[src/rtl/au_arbiter_2ch.sv]
// Two-requester round-robin front end for a single shared 4-bit add/subtract unit.
// One operation in flight at a time: IDLE accepts, EXEC computes, RESP holds the result until consumed.

module adder_4bit (
    input  logic [3:0] a,
    input  logic [3:0] b,
    input  logic       cin,
    output logic [3:0] s,
    output logic       cout
);
    assign {cout, s} = 5'(a) + 5'(b) + 5'(cin);
endmodule

module au_arbiter_2ch #(
    parameter int unsigned WIDTH      = 4,
    parameter bit          FIRST_PRIO = 1'b0
) (
    input  logic             clk,
    input  logic             rst,
    input  logic             req_valid_0,
    output logic             req_ready_0,
    input  logic             req_op_0,
    input  logic [WIDTH-1:0] req_a_0,
    input  logic [WIDTH-1:0] req_b_0,
    output logic             rsp_valid_0,
    input  logic             rsp_ready_0,
    output logic [WIDTH-1:0] rsp_result_0,
    output logic             rsp_flag_0,
    input  logic             req_valid_1,
    output logic             req_ready_1,
    input  logic             req_op_1,
    input  logic [WIDTH-1:0] req_a_1,
    input  logic [WIDTH-1:0] req_b_1,
    output logic             rsp_valid_1,
    input  logic             rsp_ready_1,
    output logic [WIDTH-1:0] rsp_result_1,
    output logic             rsp_flag_1,
    output logic             busy
);
    typedef enum logic [1:0] {IDLE, EXEC, RESP} state_t;

    state_t           state;
    logic             last_grant;
    logic             gnt_q;
    logic             op_q;
    logic [WIDTH-1:0] a_q;
    logic [WIDTH-1:0] b_q;

    logic             any_valid;
    logic             grant_c;
    logic             accept_c;
    logic [WIDTH-1:0] au_b;
    logic [WIDTH-1:0] au_sum;
    logic             au_cout;
    logic             au_flag;

    // Tie goes to the requester that did not win last time.
    always_comb begin
        any_valid = req_valid_0 | req_valid_1;
        grant_c   = req_valid_1;
        if (req_valid_0 && req_valid_1) begin
            grant_c = ~last_grant;
        end
        accept_c    = !rst && (state == IDLE) && any_valid;
        req_ready_0 = accept_c && !grant_c;
        req_ready_1 = accept_c && grant_c;
    end

    // Subtract is A + ~B + 1; the carry then means "no borrow", hence the inversion.
    assign au_b    = op_q ? ~b_q : b_q;
    assign au_flag = op_q ? ~au_cout : au_cout;

    adder_4bit u_adder (
        .a    (a_q),
        .b    (au_b),
        .cin  (op_q),
        .s    (au_sum),
        .cout (au_cout)
    );

    always_ff @(posedge clk) begin
        if (rst) begin
            state        <= IDLE;
            last_grant   <= ~FIRST_PRIO;
            gnt_q        <= 1'b0;
            op_q         <= 1'b0;
            a_q          <= '0;
            b_q          <= '0;
            rsp_valid_0  <= 1'b0;
            rsp_valid_1  <= 1'b0;
            rsp_result_0 <= '0;
            rsp_result_1 <= '0;
            rsp_flag_0   <= 1'b0;
            rsp_flag_1   <= 1'b0;
            busy         <= 1'b0;
        end else begin
            case (state)
                IDLE: begin
                    if (any_valid) begin
                        gnt_q      <= grant_c;
                        last_grant <= grant_c;
                        op_q       <= grant_c ? req_op_1 : req_op_0;
                        a_q        <= grant_c ? req_a_1 : req_a_0;
                        b_q        <= grant_c ? req_b_1 : req_b_0;
                        busy       <= 1'b1;
                        state      <= EXEC;
                    end
                end
                EXEC: begin
                    if (gnt_q) begin
                        rsp_result_1 <= au_sum;
                        rsp_flag_1   <= au_flag;
                        rsp_valid_1  <= 1'b1;
                    end else begin
                        rsp_result_0 <= au_sum;
                        rsp_flag_0   <= au_flag;
                        rsp_valid_0  <= 1'b1;
                    end
                    state <= RESP;
                end
                RESP: begin
                    if (gnt_q ? rsp_ready_1 : rsp_ready_0) begin
                        rsp_valid_0 <= 1'b0;
                        rsp_valid_1 <= 1'b0;
                        busy        <= 1'b0;
                        state       <= IDLE;
                    end
                end
                default: state <= IDLE;
            endcase
        end
    end
endmodule

[config.mk]
export PLATFORM = sky130hd
export DESIGN_NAME = au_arbiter_2ch
export DESIGN_NICKNAME = d
export VERILOG_FILES = /design/src/rtl/au_arbiter_2ch.sv
export SDC_FILE = /design/constraint.sdc
export NUM_CORES = 1
export LEC_CHECK = 0
export CORE_UTILIZATION = 40
export CTS_CLUSTER_SIZE = 14
export DETAILED_ROUTE_END_ITERATION = 12
export PLACE_DENSITY = 0.7
export SLEW_MARGIN = 0
export SYNTH_ARGS = -nofsm -noshare
export SYNTH_HDL_FRONTEND = slang
export SYNTH_SLANG_ARGS = --single-unit
[constraint.sdc]
create_clock -name clk -period 3.5 [get_ports clk]
set_clock_uncertainty 0.15 [all_clocks]
set_input_delay 0.7 -clock clk [delete_from_list [all_inputs] [get_ports clk]]
set_output_delay 0.7 -clock clk [all_outputs]
set_load 0.05 [all_outputs]
Yosys cells after proc, flatten, opt, wreduce, memory -nomap -nowiden:

Cells that the tools add are included.

* register bits: 26
* output and inout port bits: 15

* $add $sub $neg: 2
* equal/unequal tests: 6
* multiplexer cells: 17
* bitwise logic cells: 5
* reductions and logical operators: 17

Operators by type and width (count)
* $mux 4: 3
* $reduce_and 3->1: 3
* $mux 1: 8
* $ne 2x2->1 const B: 4
* $reduce_and 2->1: 4
* $pmux 1 s2: 3
* $pmux 2 s3: 1
* $add 4x4->5: 1
* $add 5x1->5: 1
* $logic_and 1x1->1: 5
* $mux 2: 2
* $not 4->4: 1
* $reduce_bool 2->1: 2
* $not 1->1: 3
* $eq 2x1->1 const B: 1
* $eq 2x2->1 const B: 1
* $logic_not 1->1: 2
* $logic_not 2->1: 1
* $or 1x1->1: 1

Logic depth before layout (Yosys ltp):

* depth in word-level cells: 6
* gate-level depth with buffers: 8
* gate-level depth less buffers: 7

Modules after synthesis:

From an unflattened synthesis, not the netlist that was laid out.

* cells, all modules: 142
* area total of the unflattened synthesis: 1317.5 µm²

Modules (own cells, without submodules)
* au_arbiter_2ch: times used 1, cells each 126, area each 1173.6 µm², sequential area each 520.5 µm²
* adder_4bit: times used 1, cells each 16, area each 143.9 µm², sequential area each 0.0 µm²

Least setup slack after synthesis:

Ideal clock, no wire load.

* path kind: input-to-output
* from: input rst
* to: output req_ready_0
* data arrival time: 2139 ps
* required time: 2650 ps
* slack: 511 ps
* stages on the path: 3
* cells stage by stage: clkbuf_1 clkbuf_1 nor3_1

* word-level cells in the longest chain between the ends: 4

Ends and longest elaborated chain
* from (decl): RTL line 19 `input logic rst,`
* $logic_not 1->1: RTL line 64 `accept_c = !rst && (state == IDLE) && any_valid;`
* $logic_and 1x1->1 (2 in a row): RTL line 64
* $logic_and 1x1->1: RTL line 65 `req_ready_0 = accept_c && !grant_c;`
* to (decl): RTL line 21 `output logic req_ready_0,`

No other way between the ends.

Worst setup path in the final report:

* from: input req_valid_1
* to: output req_ready_0

* word-level cells in the longest chain between the ends: 4

Ends and longest elaborated chain
* from (decl): RTL line 29 `input logic req_valid_1,`
* $logic_and 1x1->1: RTL line 61 `if (req_valid_0 && req_valid_1) begin`
* $mux 1: RTL line 61
* $logic_not 1->1: RTL line 65
* $logic_and 1x1->1 (*): RTL line 65

Every way passes the cells marked *; elsewhere a longest branch is shown, timed or not.

==> impl_metrics.yaml <==
outcome:
  run_status: "completed"
route:
  drtIter0Drc: 17
  antenna_left: 0
  wl_um: 2620
  drc: 0
  routedWlPerCell_um: 11.9
  via_per_inst: 4.95
  drt-pass1-iter-count: 2
  via_count: 1089
yosys:
  synth.area.top_cells: "dfxtp_1 41%, mux2i_1 7.8%, a211oi_1 7.6%"
  synth_edf_count: 0
  syn_nets: 168
  syn_inst: 140
  synth_top_cell_by_area: "dfxtp_1"
  synth_common_cells: "26 x dfxtp_1, 21 x nor2_1, 13 x a211oi_1"
  synth_cell_types: 35
  syn_area_um2: 1280
  synth_most_common_cell: "dfxtp_1"
  avgSynthCellArea_um2: 9.12
  synth-seq-area-share: 0.407
  async_flop_share: 0
  ys.flop_type: "dfxtp_1"
  synth_seq_cells: 26
  synth_top_area_frac: 0.407
  ys_warn_count: 0
global_routing:
  grt_max_degree: 33
  antenna_found_initial: 0
  grt_pass1_vias: 1032
  grt_first_pass_wirelength_um: 4420
  grt.total_usage: 0.168
  grt.overflow.total: 0
finish:
  postLayoutCellArea_um2: 1730
  fillers: 303
  multi_input_area_um2: 708
  diodes: 0
  syn_to_final_growth_pct: 35.7
  drive_above_1_share: 0.0852
  final_nets: 205
  stdcell_count: 220
  seqCellArea_um2: 520
placed_design:
  gp_congestion: 0.748
  place.port_buffers: 38
  hpwl_um: 2090
  dp_cells: 216
  dpl_cell_area_um2: 1700
sta:
  slew_violations: 0
  slew_headroom: 0.594
  final-hold-violation-count: 0
  worstMarginPinSlew_ns: 0.608
  finalSetupViolations: 0
  timing.final.crit_period_ns: 2.78
  rsz0062_at_grt: "no"
  timing.setup.tns_ns: 0
  final.period_utilization: 0.795
  max_freq_ghz: 0.360
worst_setup_path:
  cp.arrival_ns: 1.93
  worstSetupEndpointType: "output port"
  critical_path_class: "primary input to output port"
  reg2reg_to: "rsp_flag_0"
  r2r_cells: 6
  path_cells: "clkdlybuf4s50_1 > a21boi_1 > buf_4 > nor3_1 > buf_4"
  slowest_delay_ns: 0.52
  rr_startpoint: "op_q"
  startpoint_type: "primary input"
  crit_buf_inv: 3
  crit_path_frequent_cell: "buf_4"
  cp_top_family: "buffers and inverters"
  cp.required_ns: 2.65
  cp_max_fo: 10
  cp_slowest_cell: "clkdlybuf4s50_1"
  reg2reg_slack_ns: 1.33
clock_network:
  cts_buffers: 3
  clk_latency_ns: 0.32
  clock-sinks: 26
  cts_resized: 0
  hold_buffers: 0
  cts_root_buf: "clkbuf_4"
  cts_tree: "built"
  clkSlewWorstSetupHoldPaths_ns: 0.14
  postCtsSetupBuffers: 0
  cts_max_level: 1
  cts_buffer_depth: 2
floorplanning:
  num_rows: 20
  dieArea_um2: 3420
  start_util: 0.418
  die_w_um: 58.5
  die-height_um: 58.5
  core_area_um2: 3050
  io_pins: 39
pwr:
  peakVddDrop_mv: 0.151
  p_comb_frac: 0.341
  power.share.clock: 0.200
  swShare: 0.336
  seq_power_share: 0.459
  p_leak_nw: 0.650
  p_switching_w: 0.000255
  power_density_nw_per_um2: 437
  internal_power_w: 0.000504
hold_path:
  worstHoldStart: "rsp_result_1[2]"
  whs_path_depth: 2
  min_to: "rsp_result_1[2]"
  hp-class: "flip-flop to flip-flop"
flow_run:
  drv_cap: 0
state kept, by name, indices dropped and copies added (netlist names), 2 cells and up:
signal,count
rsp_result_0,4
b_q,4
state,2
a_q,4
rsp_result_1,4
worst register-to-register path, delay by kind of cell, from the launching register on:
kind            cells  cell delay, ns
compound gates      2            0.33
simple gates        2            0.62
flops               1            0.54
fa+ha+maj           1            0.29
xor+xnor            1            0.19
stage by stage:
step | total power [W] | hold slack (ns) | setup WS (ns) | util
4_1_cts | 0.000764 | 0.324 | 0.717 | 0.568
6_report | 0.000758 | 0.319 | 0.718 | 0.568
3_5_place_dp | 0.000615 | 0.306 | 0.722 | 0.556
3_3_place_gp | 0.000604 | 0.297 | 0.751 | 0.556
5_1_grt | 0.000802 | 0.358 | 0.642 | 0.568
2_1_floorplan | 0.000532 | 0.329 | 0.511 | -
power groups by stage:
stage | Combinational (W) | Sequential [W] | Clock [W]
floorplan | 0.000143 | 0.000389 | 0
global placement | 0.000251 | 0.000353 | 0
detailed placement | 0.000260 | 0.000355 | 0
CTS | 0.000261 | 0.000348 | 0.000155
global route | 0.000286 | 0.000352 | 0.000164
finish | 0.000259 | 0.000348 | 0.000152
per-layer routing:
layer,vias up,GRT usage,share of wire
li1,568,-,-
met1,484,0.201,0.45
met2,32,0.304,0.50
met3,5,0.0330,0.039
met4,0,0.0510,0.012
met5,-,0,0
area by class of cell:
cell class	instances	share of cell area
Inverter	3	0.00649
Clock buffer	4	0.0209
Tap cell	44	0.0317
Timing Repair Buffer	40	0.232
Multi-Input combinational cell	103	0.408
Sequential cell	26	0.300
worst max-delay path by stage:
stage | from | endpoint | cells past startpoint
after floorplan | rst | req_ready_0 | 3
after global placement | req_valid_1 | req_ready_0 | 5
after detailed placement | req_valid_0 | req_ready_0 | 5
after CTS | req_valid_0 | req_ready_0 | 5
after global routing | req_valid_0 | req_ready_0 | 5
final | req_valid_1 | req_ready_0 | 5
cells in the final DEF, fill, tap and decap left out:
| cell | netlist | layout |
|---|---|---|
| clkbuf_4 | 0 | 3 |
| or4b_4 | 1 | 1 |
| buf_12 | 0 | 1 |
| o21a_1 | 2 | 2 |
| nand3b_1 | 2 | 2 |
| xnor2_1 | 2 | 2 |
| nand2_1 | 7 | 7 |
| or4b_1 | 1 | 1 |
| buf_4 | 1 | 3 |
| nor3b_1 | 4 | 4 |
| dfxtp_1 | 26 | 26 |
| a211oi_1 | 13 | 13 |
| o21ai_0 | 3 | 3 |
| a211o_1 | 2 | 2 |
| nor3_1 | 1 | 1 |
| nand2b_4 | 1 | 1 |
| or2_4 | 1 | 1 |
| nor4_1 | 2 | 2 |
| inv_1 | 2 | 2 |
| xor2_1 | 3 | 3 |
| nor2b_1 | 3 | 3 |
| fa_1 | 1 | 1 |
| inv_2 | 1 | 1 |
| or3_1 | 2 | 2 |
| o211ai_2 | 1 | 1 |
| a21oi_1 | 8 | 8 |
| clkdlybuf4s50_1 | 0 | 36 |
| mux2_2 | 1 | 1 |
| o211ai_1 | 1 | 1 |
| nand2b_1 | 4 | 4 |
| clkbuf_8 | 0 | 1 |
| a21boi_1 | 1 | 1 |
| nor2_1 | 21 | 21 |
| a31oi_1 | 1 | 1 |
| ha_1 | 3 | 3 |
| or2_2 | 1 | 1 |
| mux2i_1 | 10 | 10 |
cell families after synthesis:
group | count (synthesis) | synth area share
adder cells (fa/ha/maj) | 4 | 0.0451
XOR/XNOR | 5 | 0.0343
AND/OR/NAND/NOR | 51 | 0.216
flip-flops | 26 | 0.407
AO/OA/AOI/OAI | 32 | 0.171
multiplexers | 11 | 0.0872
buffers and inverters | 11 | 0.0382
No activity file was read; power rests on OpenSTA's default activity.
